[src/rtl/if_prefetch_unit_pkg.sv]
// cpu_pkg: shared CPU front-end types and constants.
// Rev 1.0
`default_nettype none

package cpu_pkg;
  localparam int ADDR_W  = 64;
  localparam int INST_W  = 32;
  localparam int PC_STEP = 4;

  typedef enum logic [0:0] {
    RUN   = 1'b0,
    DRAIN = 1'b1
  } fetch_state_t;

  typedef struct packed {
    logic [INST_W-1:0] inst;
    logic [ADDR_W-1:0] pc;
  } fetch_entry_t;
endpackage

`default_nettype wire

[src/rtl/if_prefetch_unit_if.sv]
// Fetch-stage bus interfaces: imem request/response and decode delivery.
// Rev 1.0
`default_nettype none

interface if_prefetch_imem_if #(
  parameter int ADDR_W = cpu_pkg::ADDR_W,
  parameter int INST_W = cpu_pkg::INST_W
);
  logic              imem_req_valid;
  logic              imem_req_ready;
  logic [ADDR_W-1:0] imem_req_addr;
  logic              imem_rsp_valid;
  logic [INST_W-1:0] imem_rsp_data;

  modport master (
    output imem_req_valid, imem_req_addr,
    input  imem_req_ready, imem_rsp_valid, imem_rsp_data
  );
  modport slave (
    input  imem_req_valid, imem_req_addr,
    output imem_req_ready, imem_rsp_valid, imem_rsp_data
  );
endinterface

interface if_prefetch_inst_if #(
  parameter int ADDR_W = cpu_pkg::ADDR_W,
  parameter int INST_W = cpu_pkg::INST_W
);
  logic              inst_valid;
  logic              inst_ready;
  logic [INST_W-1:0] inst_data;
  logic [ADDR_W-1:0] inst_pc;

  modport master (
    output inst_valid, inst_data, inst_pc,
    input  inst_ready
  );
  modport slave (
    input  inst_valid, inst_data, inst_pc,
    output inst_ready
  );
endinterface

`default_nettype wire

[src/rtl/if_prefetch_unit_sync_fifo.sv]
// sync_fifo: power-of-two synchronous FIFO with flush and occupancy count.
// Rev 1.0
`default_nettype none

module sync_fifo #(
  parameter int WIDTH = 8,
  parameter int DEPTH = 4
) (
  input  wire logic                       clk,
  input  wire logic                       rst,
  input  wire logic                       push,
  input  wire logic                       pop,
  input  wire logic                       flush,
  input  wire logic [WIDTH-1:0]           din,
  output logic      [WIDTH-1:0]           dout,
  output logic      [$clog2(DEPTH):0]     count
);
  localparam int AW = $clog2(DEPTH);
  localparam int CW = AW + 1;

  logic [WIDTH-1:0] r_mem [DEPTH];
  logic [AW-1:0]    r_wptr;
  logic [AW-1:0]    r_rptr;
  logic [CW-1:0]    r_count;
  logic             w_do_pop;
  logic             w_do_push;

  // A push into a full FIFO is only legal when the head leaves the same cycle.
  assign w_do_pop  = pop && (r_count != '0);
  assign w_do_push = push && ((r_count != CW'(DEPTH)) || w_do_pop);

  always_ff @(posedge clk or posedge rst) begin
    if (rst) begin
      r_wptr  <= '0;
      r_rptr  <= '0;
      r_count <= '0;
    end else if (flush) begin
      r_wptr  <= '0;
      r_rptr  <= '0;
      r_count <= '0;
    end else begin
      if (w_do_push) r_wptr <= r_wptr + AW'(1);
      if (w_do_pop)  r_rptr <= r_rptr + AW'(1);
      r_count <= r_count + CW'(w_do_push) - CW'(w_do_pop);
    end
  end

  always_ff @(posedge clk) begin
    if (w_do_push && !flush) r_mem[r_wptr] <= din;
  end

  assign dout  = r_mem[r_rptr];
  assign count = r_count;
endmodule

`default_nettype wire

[src/rtl/if_prefetch_unit.sv]
// if_prefetch_unit: credit-limited in-order instruction prefetch with redirect flush.
// Rev 1.0 -- define IF_PREFETCH_PERF_EN to add saturating perf counters.
`default_nettype none

module if_prefetch_unit #(
  parameter int                ADDR_W   = cpu_pkg::ADDR_W,
  parameter int                INST_W   = cpu_pkg::INST_W,
  parameter int                DEPTH    = 4,
  parameter logic [ADDR_W-1:0] RESET_PC = '0
) (
  input  wire logic              clk,
  input  wire logic              rst,
  if_prefetch_imem_if.master     imem,
  if_prefetch_inst_if.master     dec,
  input  wire logic              redirect_valid,
  input  wire logic [ADDR_W-1:0] redirect_pc
`ifdef IF_PREFETCH_PERF_EN
  ,
  output logic      [31:0]       perf_fetched,
  output logic      [31:0]       perf_dropped,
  output logic      [31:0]       perf_stall
`endif
);
  import cpu_pkg::*;

  localparam int CW = $clog2(DEPTH) + 1;
  localparam int EW = INST_W + ADDR_W;

  fetch_state_t      r_state;
  logic [ADDR_W-1:0] r_fetch_pc;
  logic [ADDR_W-1:0] r_rsp_pc;
  logic [CW-1:0]     r_outstanding;
  logic [CW-1:0]     r_drop;
  logic [CW-1:0]     w_drop_nxt;
  logic [CW-1:0]     w_drop_redir;
  logic [CW-1:0]     w_count;
  logic [CW:0]       w_inflight;
  logic [ADDR_W-1:0] w_redir_pc;
  logic [EW-1:0]     w_head;
  logic              w_empty;
  logic              w_req_valid;
  logic              w_accept;
  logic              w_keep;
  logic              w_pop;

  assign w_redir_pc   = {redirect_pc[ADDR_W-1:2], 2'b00};
  assign w_inflight   = {1'b0, w_count} + {1'b0, r_outstanding};
  assign w_empty      = (w_count == '0);
  // Credit covers both buffered and in-flight words, so responses never need backpressure.
  assign w_req_valid  = !rst && (r_state == RUN) && !redirect_valid
                        && (w_inflight < (CW+1)'(DEPTH));
  assign w_accept     = w_req_valid && imem.imem_req_ready;
  assign w_keep       = imem.imem_rsp_valid && !redirect_valid && (r_drop == '0);
  assign w_pop        = !w_empty && dec.inst_ready && !redirect_valid;
  assign w_drop_redir = r_outstanding - CW'(imem.imem_rsp_valid);

  always_comb begin
    w_drop_nxt = r_drop;
    if (redirect_valid)
      w_drop_nxt = w_drop_redir;
    else if (imem.imem_rsp_valid && (r_drop != '0))
      w_drop_nxt = r_drop - CW'(1);
  end

  always_ff @(posedge clk or posedge rst) begin
    if (rst) begin
      r_state       <= RUN;
      r_fetch_pc    <= RESET_PC;
      r_rsp_pc      <= RESET_PC;
      r_outstanding <= '0;
      r_drop        <= '0;
    end else begin
      r_outstanding <= r_outstanding + CW'(w_accept) - CW'(imem.imem_rsp_valid);
      r_drop        <= w_drop_nxt;

      if (redirect_valid) begin
        r_fetch_pc <= w_redir_pc;
        r_rsp_pc   <= w_redir_pc;
      end else begin
        if (w_accept) r_fetch_pc <= r_fetch_pc + ADDR_W'(PC_STEP);
        if (w_keep)   r_rsp_pc   <= r_rsp_pc + ADDR_W'(PC_STEP);
      end

      // A redirect in DRAIN holds DRAIN for one cycle even if nothing is left to drop.
      case (r_state)
        RUN:     if (redirect_valid && (w_drop_nxt != '0)) r_state <= DRAIN;
        DRAIN:   if (!redirect_valid && (w_drop_nxt == '0)) r_state <= RUN;
        default: r_state <= RUN;
      endcase
    end
  end

  sync_fifo #(
    .WIDTH (EW),
    .DEPTH (DEPTH)
  ) u_fifo (
    .clk   (clk),
    .rst   (rst),
    .push  (w_keep),
    .pop   (w_pop),
    .flush (redirect_valid),
    .din   ({imem.imem_rsp_data, r_rsp_pc}),
    .dout  (w_head),
    .count (w_count)
  );

  assign imem.imem_req_valid = w_req_valid;
  assign imem.imem_req_addr  = r_fetch_pc;
  assign dec.inst_valid      = !w_empty;
  assign dec.inst_data       = w_empty ? '0 : w_head[EW-1:ADDR_W];
  assign dec.inst_pc         = w_empty ? '0 : w_head[ADDR_W-1:0];

`ifdef IF_PREFETCH_PERF_EN
  logic [31:0] r_perf_fetched;
  logic [31:0] r_perf_dropped;
  logic [31:0] r_perf_stall;

  always_ff @(posedge clk or posedge rst) begin
    if (rst) begin
      r_perf_fetched <= '0;
      r_perf_dropped <= '0;
      r_perf_stall   <= '0;
    end else begin
      if (w_keep && (r_perf_fetched != '1))
        r_perf_fetched <= r_perf_fetched + 32'd1;
      if (imem.imem_rsp_valid && !w_keep && (r_perf_dropped != '1))
        r_perf_dropped <= r_perf_dropped + 32'd1;
      if (w_empty && (r_state == RUN) && (r_perf_stall != '1))
        r_perf_stall <= r_perf_stall + 32'd1;
    end
  end

  assign perf_fetched = r_perf_fetched;
  assign perf_dropped = r_perf_dropped;
  assign perf_stall   = r_perf_stall;
`endif
endmodule

`default_nettype wire
[src/flat_wrapper.sv]
// flat-port wrapper written by rule: the top's interface ports become plain ports
module if_prefetch_unit_flat import cpu_pkg::*;
#(
  parameter int                ADDR_W   = cpu_pkg::ADDR_W,
  parameter int                INST_W   = cpu_pkg::INST_W,
  parameter int                DEPTH    = 4,
  parameter logic [ADDR_W-1:0] RESET_PC = '0
)
  (clk, rst, redirect_valid, redirect_pc, imem_imem_req_valid, imem_imem_req_addr, imem_imem_req_ready, imem_imem_rsp_valid, imem_imem_rsp_data, dec_inst_valid, dec_inst_data, dec_inst_pc, dec_inst_ready);
  if_prefetch_imem_if #(.ADDR_W(ADDR_W), .INST_W(INST_W)) imem_i ();
  if_prefetch_inst_if #(.ADDR_W(ADDR_W), .INST_W(INST_W)) dec_i ();
  input  wire logic clk;
  input  wire logic rst;
  input  wire logic redirect_valid;
  input  wire logic [ADDR_W-1:0] redirect_pc;
  output wire logic [$bits(imem_i.imem_req_valid)-1:0] imem_imem_req_valid;
  output wire logic [$bits(imem_i.imem_req_addr)-1:0] imem_imem_req_addr;
  input wire logic [$bits(imem_i.imem_req_ready)-1:0] imem_imem_req_ready;
  input wire logic [$bits(imem_i.imem_rsp_valid)-1:0] imem_imem_rsp_valid;
  input wire logic [$bits(imem_i.imem_rsp_data)-1:0] imem_imem_rsp_data;
  output wire logic [$bits(dec_i.inst_valid)-1:0] dec_inst_valid;
  output wire logic [$bits(dec_i.inst_data)-1:0] dec_inst_data;
  output wire logic [$bits(dec_i.inst_pc)-1:0] dec_inst_pc;
  input wire logic [$bits(dec_i.inst_ready)-1:0] dec_inst_ready;
  assign imem_imem_req_valid = imem_i.imem_req_valid;
  assign imem_imem_req_addr = imem_i.imem_req_addr;
  assign imem_i.imem_req_ready = imem_imem_req_ready;
  assign imem_i.imem_rsp_valid = imem_imem_rsp_valid;
  assign imem_i.imem_rsp_data = imem_imem_rsp_data;
  assign dec_inst_valid = dec_i.inst_valid;
  assign dec_inst_data = dec_i.inst_data;
  assign dec_inst_pc = dec_i.inst_pc;
  assign dec_i.inst_ready = dec_inst_ready;
  if_prefetch_unit #(.ADDR_W(ADDR_W), .INST_W(INST_W), .DEPTH(DEPTH), .RESET_PC(RESET_PC)) u_core (.clk(clk), .rst(rst), .imem(imem_i), .dec(dec_i), .redirect_valid(redirect_valid), .redirect_pc(redirect_pc));
endmodule
[config.mk]
export PLATFORM = sky130hd
export DESIGN_NAME = if_prefetch_unit_flat
export DESIGN_NICKNAME = d
export VERILOG_FILES = /design/src/rtl/if_prefetch_unit_pkg.sv /design/src/rtl/if_prefetch_unit_if.sv /design/src/rtl/if_prefetch_unit_sync_fifo.sv /design/src/rtl/if_prefetch_unit.sv /design/src/flat_wrapper.sv
export SDC_FILE = /design/constraint.sdc
export NUM_CORES = 1
export LEC_CHECK = 0
export ABC_AREA = 0
export CAP_MARGIN = 30
export CORE_ASPECT_RATIO = 1.25
export CORE_MARGIN = 5
export CORE_UTILIZATION = 50
export CTS_CLUSTER_DIAMETER = 150
export DETAILED_ROUTE_END_ITERATION = 10
export MAX_ROUTING_LAYER = met4
export PLACE_DENSITY = 0.77
export RECOVER_POWER = 25
export SYNTH_ARGS = -nofsm -noshare
export SYNTH_HDL_FRONTEND = slang
export SYNTH_HIERARCHICAL = 1
export SYNTH_SLANG_ARGS = --single-unit
[constraint.sdc]
create_clock -name clk -period 9.6 [get_ports clk]
set_clock_uncertainty 0.2 [all_clocks]
set_input_delay 1.92 -clock clk [delete_from_list [all_inputs] [get_ports clk]]
set_output_delay 1.92 -clock clk [all_outputs]
set_load 0.03 [all_outputs]
-- Yosys cells after proc, flatten, opt, wreduce, memory -nomap -nowiden
Memories as Yosys holds them, arrays and structs flattened.
Cells that the tools add are included.
- output and inout port bits: 162
- word-level logic and storage cells: 69
- register bits after elaboration: 142
- memories kept: 1
- bits in writable memories: 384
- order comparisons: 1
- eq/ne operators: 1
- $add $sub $neg: 11
- multiplexer cells: 18
- bitwise operators: 1
- reduce and logical (&&, ||, !) cells: 28
- memories (name ; words ; bits a word ; rd ports ; clocked after Yosys merged registers in ; wr ports ; RTL line ; RTL):
    u_core.u_fifo.r_mem ; 4 ; 96 ; 1 ; 0 ; 1 ; if_prefetch_unit_sync_fifo.sv:21 ; logic [WIDTH-1:0] r_mem [DEPTH];
- operators by type and width (operator ; number):
    64-bit 2-to-1 mux ; 5
    64-bit by 3-bit adder with 64-bit output, second input constant ; 2
    32-bit 2-to-1 mux ; 1
    1-bit logical AND ; 14
    3-bit logical NOT ; 3
    3-bit 2-to-1 mux ; 3
    3-bit nonzero test ; 3
    3-bit by 1-bit subtractor with 3-bit output ; 3
    2-bit 2-to-1 mux ; 4
    2-bit nonzero test ; 4
    3-bit by 1-bit adder with 3-bit output ; 2
    2-bit by 1-bit adder with 2-bit output, second input constant ; 2
    3-bit by 3-bit adder with 4-bit output ; 1
    4-bit by 3-bit less-than comparator with 1-bit output, second input constant ; 1
    1-bit 2-to-1 mux ; 4
    1-bit logical NOT ; 3
    3-bit != test, second input constant ; 1
    3-bit by 1-bit subtractor with 3-bit output, second input constant ; 1
    1-bit one-hot mux with 2 select lines ; 1
    1-bit logical OR ; 1
    1-bit inverter ; 1

-- Logic depth before layout (Yosys ltp)
Gate-level depths: netlist of the first run.
- depth in word-level cells: 10
- gate-level depth with buffers: 13
- mapped depth without buffers: 12

-- Modules after synthesis
Netlist of the first run, hierarchy kept.
- by module, submodules not included (module ; times used ; cells each ; area an instance (µm²)):
    sync_fifo ; 1 ; 546 ; 14292.5
    if_prefetch_unit ; 1 ; 1008 ; 8413.1

-- Worst setup path after synthesis of the first run
OpenSTA, ideal clock, no wires.
- path kind: in2reg
- from: in redirect_valid
- to: mem u_core/u_fifo/r_mem[0][0] in the netlist's numbering (enable)
- stages on the path: 7
- buffers on the path: 2
- arrival time: 5.311 ns
- data required time: 8.934 ns
- slack: 3.623 ns
- path through: clkbuf_1 inv_1 clkbuf_1 and3_1 nor4b_2 nor3b_1 and2_1
- cells in the longest elaborated chain, start to end: 8
- elaborated cells on any way between the ends: 10
- ends and longest elaborated chain (element ; RTL line ; RTL):
    from (decl) ; flat_wrapper.sv:14 ; input wire logic redirect_valid;
    1-bit logical NOT ; if_prefetch_unit.sv:54 ; assign w_pop = !w_empty && dec.inst_ready && !redirect_valid;
    1-bit logical AND ; if_prefetch_unit.sv:54 ;
    named net u_core.w_pop ; if_prefetch_unit.sv:44 ; logic w_pop;
    1-bit logical AND ; if_prefetch_unit_sync_fifo.sv:29 ; assign w_do_pop = pop && (r_count != '0);
    1-bit logical OR ; if_prefetch_unit_sync_fifo.sv:30 ; assign w_do_push = push && ((r_count != CW'(DEPTH)) || w_do_pop);
    1-bit logical AND ; if_prefetch_unit_sync_fifo.sv:30 ;
    1-bit logical AND ; if_prefetch_unit_sync_fifo.sv:49 ; if (w_do_push && !flush) r_mem[r_wptr] <= din;
    1-bit 2-to-1 mux ; if_prefetch_unit_sync_fifo.sv:49 ;
    1-bit 2-to-1 mux (not written as such) ; if_prefetch_unit_sync_fifo.sv:49 ;
    to (decl) ; if_prefetch_unit_sync_fifo.sv:21 ;
The timed path passes the listed nets, and every way through them passes these cells.

-- Worst setup path after layout of the first run
- from: in rst
- to: out imem_imem_req_valid
- cells in the longest elaborated chain, start to end: 4
- ends and longest elaborated chain (element ; RTL line ; RTL):
    from (decl) ; flat_wrapper.sv:13 ; input wire logic rst;
    1-bit logical NOT ; if_prefetch_unit.sv:50 ; assign w_req_valid = !rst && (r_state == RUN) && !redirect_valid
    1-bit logical AND (2 in a row) ; if_prefetch_unit.sv:50 ;
    1-bit logical AND ; if_prefetch_unit.sv:51 ; && (w_inflight < (CW+1)'(DEPTH));
    to (decl) ; flat_wrapper.sv:16 ; output wire logic [$bits(imem_i.imem_req_valid)-1:0] imem_imem_req_valid;
No other way between the ends.

==> summary.txt, run 1 <==
Run status
  • Status: complete, no violations

Die
  • Core Rows: 87
  • Die area: 49800 um^2
  • # IOs: 264
  • Core footprint: 45100 um^2
  • Die Span Y: 248 um
  • Die W: 201 um
  • Starting density of the core: 0.504

Logic synthesis
  • Yosys top cell by area: edfxtp_1
  • Synth Flop Type: edfxtp_1
  • FFs w/ async S/R, synth: 0.264
  • EDFF count, synth: 384
  • Avg Inst Size Synth: between 10 and 15 um^2
  • Largest cells by area after synthesis: edfxtp_1, dfrtp_1, mux4_2, and2_1, nand2_1
  • Yosys Warn Count: 6
  • Yosys cell types: 63
  • Post-synthesis cell count: 1554
  • Synthesized area: 22700 um^2
  • Area share of the largest cell type after synthesis: 0.508
  • Synthesized flop and latch total: 522
  • Register area share after synthesis: 0.660

CTS
  • Clock sink total: ~520
  • H-tree levels: 2
  • CTS Hold Bufs: 0
  • CTS Buf Count: 48
  • Reg clk slew, reported paths: 0.06 ns
  • Deepest clock path buffer count: 3
  • Clock Latency Late Sink: 0.56 ns
  • Post-cts resize count: 0
  • CTS tree: yes
  • CTS Root Cell: clkbuf_16
  • Post-CTS setup buffer count: 0

Timing
  • Final setup vio count: 0
  • RSZ-0062 raised after global routing: false
  • Final Hold Vio Count: 0
  • Period utilization: 0.614
  • Final Max Tran Viols: 0
  • Peak Freq: 170 MHz
  • Setup_tns: 0 ns
  • Max transition margin: 0.301
  • Worst Max-Slew Pin Slew: 1.04 ns
  • Minimum clock period: approximately 6 ns

Global route
  • Vias in the first global route: 14900
  • Grt total ovfl: 0
  • Largest net degree at the start of global routing: 72
  • Total track usage: 0.226
  • Antenna violations before repair: 0
  • First-pass GRT wire length: 85800 um

Cells and area
  • Nets@finish: 1926
  • Area Overhead vs Synth: 20.5%
  • Antenna cells: 0
  • Finished Layout Cells: 2424
  • Fin util: 0.607
  • Share of cells above drive strength 1: 0.120

Critical path
  • Critical R2R Capture: u_core/u_fifo/r_mem[1][52]
  • Worst Reg2Reg Path Length in Cells: 7
  • Req. time, crit path: 7.48 ns
  • Worst setup path class: primary input to output pin
  • R2r startpoint: u_core/u_fifo/count[1]
  • CP endpoint kind: output pin
  • CP arrival: 3.77 ns
  • CP Launch Type: primary input
  • Reg2Reg Setup Slack: 4.86 ns
  • Crit. Startpoint: rst
  • Crit path max fanout: 3

Power
  • P_leak: 9.27 nW
  • Total Power: between 5 and 6 mW
  • Cell Pwr Density: 188 nW/um^2
  • VDD IR-drop max: 0.000137 V

Detailed routing
  • Post-DR wirelength/cell: 22.8 um
  • TritonRoute pass-1 iters: 5
  • DRC viols: 0
  • Vias per inst: 5.92
  • WL final: 55200 um
  • Initial DRC Count: roughly 1100
  • Total number of vias: 14300
  • Routed Antenna Nets: 0

Placement
  • Detailed Place HPWL: about 36000 um
  • Count of input and output buffers: ~260
  • Placed cells: 2335
  • Gpl congestion: 0.910

Min path
  • Hold Crit Start: u_core/r_rsp_pc[20]
  • HP Class: flop to flop
  • Hold EP: u_core/u_fifo/r_mem[3][20]
  • Worst hold path depth: 0

Run
  • Max cap viols: 0
cells by family after synthesis:
| family | count (synthesis) | synth area share |
|---|---|---|
| muxes | 116 | 0.105 |
| xor gates and xnor gates | 74 | 0.0285 |
| AOI/OAI and AO/OA | 178 | 0.0485 |
| buffers and inverters | 107 | 0.0208 |
| and+or+nand+nor | 539 | 0.127 |
| adders and majority gates | 17 | 0.0100 |
| DFF | 522 | 0.660 |
| other | 1 | 0.000165 |
state kept, by name, indices dropped and copies added (netlist names):
register                   count
u_core/r_state                 1
u_core/r_outstanding           3
u_core/imem.imem_req_addr     62
u_core/r_rsp_pc               62
u_core/u_fifo/r_wptr           2
u_core/r_drop                  3
u_core/u_fifo/r_mem          384
u_core/u_fifo/r_rptr           2
u_core/u_fifo/count            3
where the power goes:
part	leakage, nW	internal, mW	switching [mW]
logic	3.40	0.265	0.368
registers	5.13	2.53	0.133
clock network	0.742	1.03	0.818
final cells by class:
class / count / area (um^2)
Fill cell: 3375 / 17700
Sequential cell: 522 / 15000
Multi-Input combinational cell: 934 / 7300
Timing Repair Buffer: 275 / 2730
Clock buffer: 57 / 1260
Tap cell: 578 / 723
Clock inverter: 32 / 258
Inverter: 26 / 98.8
synth_stat cells (all sizes together), types with 5 or more instances:
| cell | instances |
|---|---|
| mux2i | 7 |
| mux2 | 13 |
| o211ai | 21 |
| nand3 | 79 |
| a31oi | 13 |
| and3 | 19 |
| nand2b | 5 |
| nor3 | 25 |
| ha | 15 |
| clkbuf | 57 |
| inv | 26 |
| and2 | 111 |
| or4 | 10 |
| xnor2 | 40 |
| buf | 24 |
| a21oi | 20 |
| nand2 | 141 |
| mux4 | 96 |
| edfxtp | 384 |
| nand4 | 39 |
| o311ai | 18 |
| nor2 | 61 |
| xor2 | 34 |
| and4 | 12 |
| or3 | 6 |
| nor4 | 13 |
| a21o | 6 |
| dfrtp | 138 |
| a41oi | 5 |
| o21ai | 83 |
how the worst max path moves through the flow:
| stage | end | slack [ns] | cells past startpoint |
|---|---|---|---|
| 6_report | imem_imem_req_valid | 3.71 | 4 |
| 5_1_grt | imem_imem_req_valid | 3.65 | 4 |
| 4_1_cts | imem_imem_req_valid | 3.76 | 4 |
| 3_5_place_dp | u_core/u_fifo/r_mem[0][75] | 3.70 | 8 |
| 3_3_place_gp | u_core/u_fifo/r_mem[1][53] | 3.73 | 8 |
| 2_1_floorplan | u_core/u_fifo/r_mem[0][0] | 3.62 | 7 |
layer usage:
| layer | global-route usage | part of all wire |
|---|---|---|
| met4 | 0.0737 | 0.031 |
| met3 | 0.0365 | 0.063 |
| met2 | 0.369 | 0.49 |
| met1 | 0.294 | 0.41 |
| met5 | - | 0 |
through the flow:
stage          hold WS, ns  worst slack, ns  cell area, um^2
2_1_floorplan        0.276             3.62            22700
3_3_place_gp         0.305             3.73            25800
3_5_place_dp         0.329             3.70            25800
4_1_cts              0.347             3.76            27400
5_1_grt              0.368             3.65            27400
6_report             0.340             3.71            27400
placed cells by master, fill, tap and decap left out, types with 15 or more instances in the layout:
master,instances
clkdlybuf4s50_1,246
a21oi_1,20
o311ai_0,15
mux4_2,96
nand3_1,78
inv_1,25
xnor2_1,40
and3_1,19
buf_4,16
edfxtp_1,384
o21ai_0,79
nor3_1,25
nand2_1,141
and2_1,105
clkbuf_16,48
nor2_1,60
o211ai_1,21
ha_1,15
dfrtp_1,136
xor2_1,34
nand4_1,38
worst max-delay path, stage by stage:
cell and delay (ns):
dlygate4sd3_1 0.62, nor4_1 0.29, and3_1 0.25, clkdlybuf4s50_1 0.70
No activity file was read; power rests on OpenSTA's default activity.
==> inputs of run 2 (changes only) <==
clock period = 5.84 ns   (was 9.6 ns; I/O delays follow)
==> run 2 against run 1 <==
Against the previous run: sequential power rose by 65%; register-to-register slack worse by 2.7 ns; non-clock buffer count is 9 higher; worst hold slack got worse by 0.011 ns; core utilization rose by 0.37 points.
==> summary.txt, run 2 (synthesis gave the netlist of run 1 again) <==
Critical path
  • Critical R2R Capture: u_core/u_fifo/r_mem[0][6]
  • Worst setup path class: flop to output pin
  • CP top delay family: buffers and inverters
  • Critical Path Max Stage Delay: 0.81 ns
  • Reg2Reg Setup Slack: 2.15 ns
  • Slowest-stage cell, CP: dfrtp_4
  • CP endpoint kind: output pin
  • WP depth: 4
  • Crit path max fanout: 54
  • CP Launch Type: flop
  • Worst Reg2Reg Path Length in Cells: 7
  • Critical Path End: dec_inst_pc[34]
  • Bufs and invs on worst path: 2
  • CP arrival: 3.27 ns
  • Req. time, crit path: 4.47 ns
  • Critical path, cell by cell: buf_12 > mux4_2 > and2_1 > clkdlybuf4s50_1
  • R2r startpoint: u_core/u_fifo/count[1]
  • Crit. Startpoint: u_core/u_fifo/r_rptr[0]

CTS
  • CTS Root Cell: clkbuf_16
  • Reg clk slew, reported paths: 0.06 ns
  • Clock sink total: roughly 520
  • Post-cts resize count: 0
  • CTS Buf Count: 48
  • H-tree levels: 2
  • Clock Latency Late Sink: 0.57 ns
  • CTS tree: yes
  • Deepest clock path buffer count: 3
  • CTS Hold Bufs: 0
  • Post-CTS setup buffer count: 0

Placement
  • Dpl cell area: about 26000 um^2
  • Gpl congestion: approximately 0.94
  • Placed cells: 2343
  • Detailed Place HPWL: 35700 um
  • Count of input and output buffers: about 260

Global route
  • Grt total ovfl: 0
  • Antenna violations before repair: 0
  • Total track usage: 0.222
  • Vias in the first global route: 14700
  • Largest net degree at the start of global routing: 86
  • First-pass GRT wire length: between 80000 and 90000 um

Timing
  • RSZ-0062 raised after global routing: false
  • Final Max Tran Viols: 0
  • Setup_tns: 0 ns
  • Min Hold Slack: 0.330 ns
  • Worst Max-Slew Pin Slew: 0.958 ns
  • Period utilization: 0.794
  • Final Hold Vio Count: 0
  • Peak Freq: 216 MHz
  • Max transition margin: 0.356
  • Minimum clock period: around 4.6 ns
  • Final setup vio count: 0

Cells and area
  • Fillcell total: 3359
  • Leading cell type in the layout, fill and taps excluded: edfxtp_1
  • Commonest cells after routing, fill and taps aside: edfxtp_1, clkdlybuf4s50_1, nand2_1
  • Most flops, register: u_core/u_fifo/r_mem
  • Finished Layout Cells: 2433
  • Post-route design area: 27500 um^2
  • Share of cells above drive strength 1: 0.123
  • Largest register FFs: roughly 380
  • Antenna cells: 0
  • Area Overhead vs Synth: 21.3%
  • Nets@finish: 1935

Die
  • # IOs: 264
  • Starting density of the core: 0.504
  • Core footprint: 45100 um^2
  • Die W: roughly 200 um
  • Die Span Y: 248 um
  • Die area: 49800 um^2
  • Core Rows: 87

Detailed routing
  • Initial DRC Count: approximately 1100
  • Post-DR wirelength/cell: 22.4 um
  • Total number of vias: 14400
  • DRC viols: 0
  • WL final: 54500 um
  • Routed Antenna Nets: 0
  • TritonRoute pass-1 iters: 5
  • Vias per inst: about 5.9

Power
  • P_leak: 9.33 nW
  • VDD IR-drop max: 0.000224 V
  • Cell Pwr Density: slightly above 300 nW/um^2

Run status
  • Status: complete, no violations

Min path
  • Worst hold path depth: 0
  • HP Class: flop to flop

Run
  • Max cap viols: 0
run 2: cell count changes in the layout (fill, tap and decap cells not counted), sizes merged, moves of 2 or more:
cell,before,now
buf,17,26
clkinvlp,5,7
clkinv,23,16
clkbuf,57,64
inv,27,25
run 2: where the power goes:
part / total, mW / internal (mW) / switching [mW]
clock: 3.06 / 1.73 / 1.32
sequential: 4.38 / 4.16 / 0.220
combinational: 1.05 / 0.445 / 0.608
total: 8.49 / 6.33 / 2.15
run 2: final cells by class:
cell class                      instances  area [um^2]  area share
Multi-Input combinational cell        934         7300       0.265
Timing Repair Buffer                  284         2880       0.105
Clock inverter                         25          218     0.00791
Clock buffer                           64         1320      0.0481
Inverter                               26         98.8     0.00359
Sequential cell                       522        15000       0.545
Tap cell                              578          723      0.0263
run 2: worst register-to-register path: stages, from the launching register on:
cell and delay, ns:
dfrtp_1 0.51, or3_2 0.69, buf_12 0.35, and3_1 0.29, nor4b_2 0.07, nor3b_1 0.43, and2_4 0.25, buf_4 0.48
run 2: worst min path at each step:
stage	slack, ns	from	end
2_1_floorplan	0.28	u_core/r_rsp_pc[20]	u_core/u_fifo/r_mem[0][20]
3_3_place_gp	0.29	u_core/r_rsp_pc[20]	u_core/u_fifo/r_mem[3][20]
3_5_place_dp	0.30	u_core/r_rsp_pc[20]	u_core/u_fifo/r_mem[0][20]
4_1_cts	0.32	u_core/r_rsp_pc[20]	u_core/u_fifo/r_mem[1][20]
5_1_grt	0.34	u_core/r_rsp_pc[20]	u_core/u_fifo/r_mem[1][20]
6_report	0.33	u_core/r_rsp_pc[20]	u_core/u_fifo/r_mem[0][20]
run 2: metal layers:
metal / global-route usage / share of wire / vias up / routed length, um
met5: - / 0 / - / 0
met3: 0.0320 / 0.062 / 118 / 3360
met4: 0.0735 / 0.034 / 0 / 1850
met2: 0.359 / 0.49 / 633 / 26500
met1: 0.297 / 0.42 / 7243 / 22800
li1: - / - / 6437 / -
run 2: through the flow:
step	setup WS [ns]	total power [mW]	util
floorplan	0.615	4.99	-
detailed placement	1.38	5.50	0.576
global route	0.976	8.81	0.611
CTS	1.09	8.56	0.610
finish	1.20	8.49	0.611
global placement	1.46	5.45	0.576
==> inputs of run 3 (changes only) <==
clock period = 4.8 ns   (was 5.84 ns; I/O delays follow)
==> run 3 against run 2 <==
Against the previous run: core utilization up 0.54 points; combinational power up 21%; cell count up 0.29%.
==> summary.txt, run 3 (synthesis gave the netlist of run 1 again) <==
Run status
  • Status: complete, no violations

CTS
  • H-tree levels: 2
  • Post-CTS setup buffer count: 0
  • CTS Buf Count: 49
  • Reg clk slew, reported paths: 0.06 ns
  • CTS Hold Bufs: 0
  • Clock Latency Late Sink: 0.57 ns
  • Deepest clock path buffer count: 3
  • Post-cts resize count: 0
  • CTS tree: yes
  • CTS Root Cell: clkbuf_16
  • Clock sink total: 522

Placement
  • Gpl congestion: 0.923
  • Dpl cell area: around 26000 um^2
  • Detailed Place HPWL: 36600 um
  • Count of input and output buffers: 259

Cells and area
  • Leading cell type in the layout, fill and taps excluded: edfxtp_1
  • Nets@finish: 1942
  • Post-route design area: 27800 um^2
  • Commonest cells after routing, fill and taps aside: edfxtp_1, clkdlybuf4s50_1, nand2_1
  • Fillcell total: 3317
  • Most flops, register: u_core/u_fifo/r_mem
  • Largest register FFs: 384
  • Area Overhead vs Synth: 22.3%
  • Share of cells above drive strength 1: 0.130

Timing
  • Final Hold Vio Count: 0
  • RSZ-0062 raised after global routing: false
  • Max transition margin: 0.395
  • Setup_tns: 0 ns
  • Worst Max-Slew Pin Slew: 0.899 ns
  • Minimum clock period: 4.25 ns
  • Final setup vio count: 0
  • Min Hold Slack: about 0.35 ns
  • Period utilization: 0.886
  • Peak Freq: around 240 MHz
  • Final Max Tran Viols: 0

Critical path
  • Crit. Startpoint: u_core/u_fifo/r_rptr[0]
  • Bufs and invs on worst path: 2
  • Critical path, cell by cell: buf_4 > mux4_2 > and2_1 > clkdlybuf4s50_1
  • Crit path max fanout: 33
  • Worst setup path class: flop to output pin
  • R2r startpoint: u_core/imem.imem_req_addr[3]
  • Slowest-stage cell, CP: dfrtp_4
  • Critical Path Max Stage Delay: 0.88 ns
  • Critical R2R Capture: u_core/imem.imem_req_addr[42]
  • WP depth: 4
  • Reg2Reg Setup Slack: 1.56 ns
  • Req. time, crit path: around 3.6 ns
  • Critical Path End: dec_inst_data[27]
  • Worst Reg2Reg Path Length in Cells: 7
  • CP Launch Type: flop
  • CP top delay family: buffers and inverters
  • CP endpoint kind: output pin
  • CP arrival: 3.09 ns

Die
  • Core footprint: 45100 um^2
  • Die W: 201 um
  • # IOs: 264
  • Core Rows: 87
  • Die area: 49800 um^2
  • Starting density of the core: 0.504
  • Die Span Y: about 250 um

Global route
  • Largest net degree at the start of global routing: 85
  • First-pass GRT wire length: 85900 um
  • Vias in the first global route: 14800
  • Antenna violations before repair: 0
  • Total track usage: 0.225
  • Grt total ovfl: 0

Power
  • VDD IR-drop max: 0.000253 V
  • Cell Pwr Density: 384 nW/um^2
  • P_leak: ~9.5 nW

Min path
  • HP Class: flop to flop

Detailed routing
  • TritonRoute pass-1 iters: 6
  • WL final: 54600 um
  • Vias per inst: 5.91
  • Total number of vias: 14400
  • Routed Antenna Nets: 0
  • Post-DR wirelength/cell: between 20 and 25 um
  • DRC viols: 0
  • Initial DRC Count: between 1000 and 1500

Run
  • Max cap viols: 0
run 3: through the flow:
step | cells | utilization | worst slack, ns | total power, mW
floorplan | 1563 | - | 0.142 | 6.07
detailed placement | 2349 | 0.578 | 0.787 | 6.68
global placement | 2349 | 0.578 | 0.848 | 6.63
CTS | 2438 | 0.616 | 0.432 | 10.8
finish | 2440 | 0.616 | 0.548 | 10.7
global route | 2439 | 0.616 | 0.354 | 11.1
run 3: power breakdown:
group          leakage, nW  switching [mW]  internal [mW]
registers             5.13           0.268           5.06
clock network        0.821            1.66           2.42
logic                 3.50           0.731          0.541
total                 9.46            2.66           8.02
run 3: cell type report:
type / instances / area (um^2) / area share
Clock inverter: 30 / 410 / 0.0148
Clock buffer: 59 / 1290 / 0.0466
Inverter: 26 / 100 / 0.00360
Sequential cell: 522 / 15000 / 0.540
Timing Repair Buffer: 290 / 2960 / 0.107
Tap cell: 578 / 723 / 0.0260
Antenna cell: 1 / 2.50 / 0.0000901
Multi-Input combinational cell: 934 / 7290 / 0.263
run 3: worst min path at each step:
stage / start / end / slack, ns / depth (start not counted)
2_1_floorplan: u_core/r_rsp_pc[20] / u_core/u_fifo/r_mem[0][20] / 0.28 / 0
4_1_cts: u_core/r_rsp_pc[20] / u_core/u_fifo/r_mem[3][20] / 0.35 / 0
6_report: u_core/r_rsp_pc[20] / u_core/u_fifo/r_mem[3][20] / 0.35 / 0
3_5_place_dp: u_core/r_rsp_pc[20] / u_core/u_fifo/r_mem[2][20] / 0.33 / 0
3_3_place_gp: u_core/r_rsp_pc[20] / u_core/u_fifo/r_mem[2][20] / 0.31 / 0
5_1_grt: u_core/r_rsp_pc[20] / u_core/u_fifo/r_mem[3][20] / 0.37 / 0
run 3: layer usage:
| metal | GRT usage | up-vias | wire length [um] |
|---|---|---|---|
| met2 | 0.371 | 625 | 27100 |
| met1 | 0.298 | 7240 | 22600 |
| met3 | 0.0297 | 109 | 3200 |
| li1 | - | 6449 | - |
| met4 | 0.0699 | 0 | 1710 |
| met5 | - | - | 0 |
run 3: worst register-to-register path: cells and delay by family (launching register included):
kind	cells	cell delay, ns
DFF	1	0.51
and+or+nand+nor	4	1.69
AOI/OAI and AO/OA	2	0.36
adders and majority gates	1	0.35
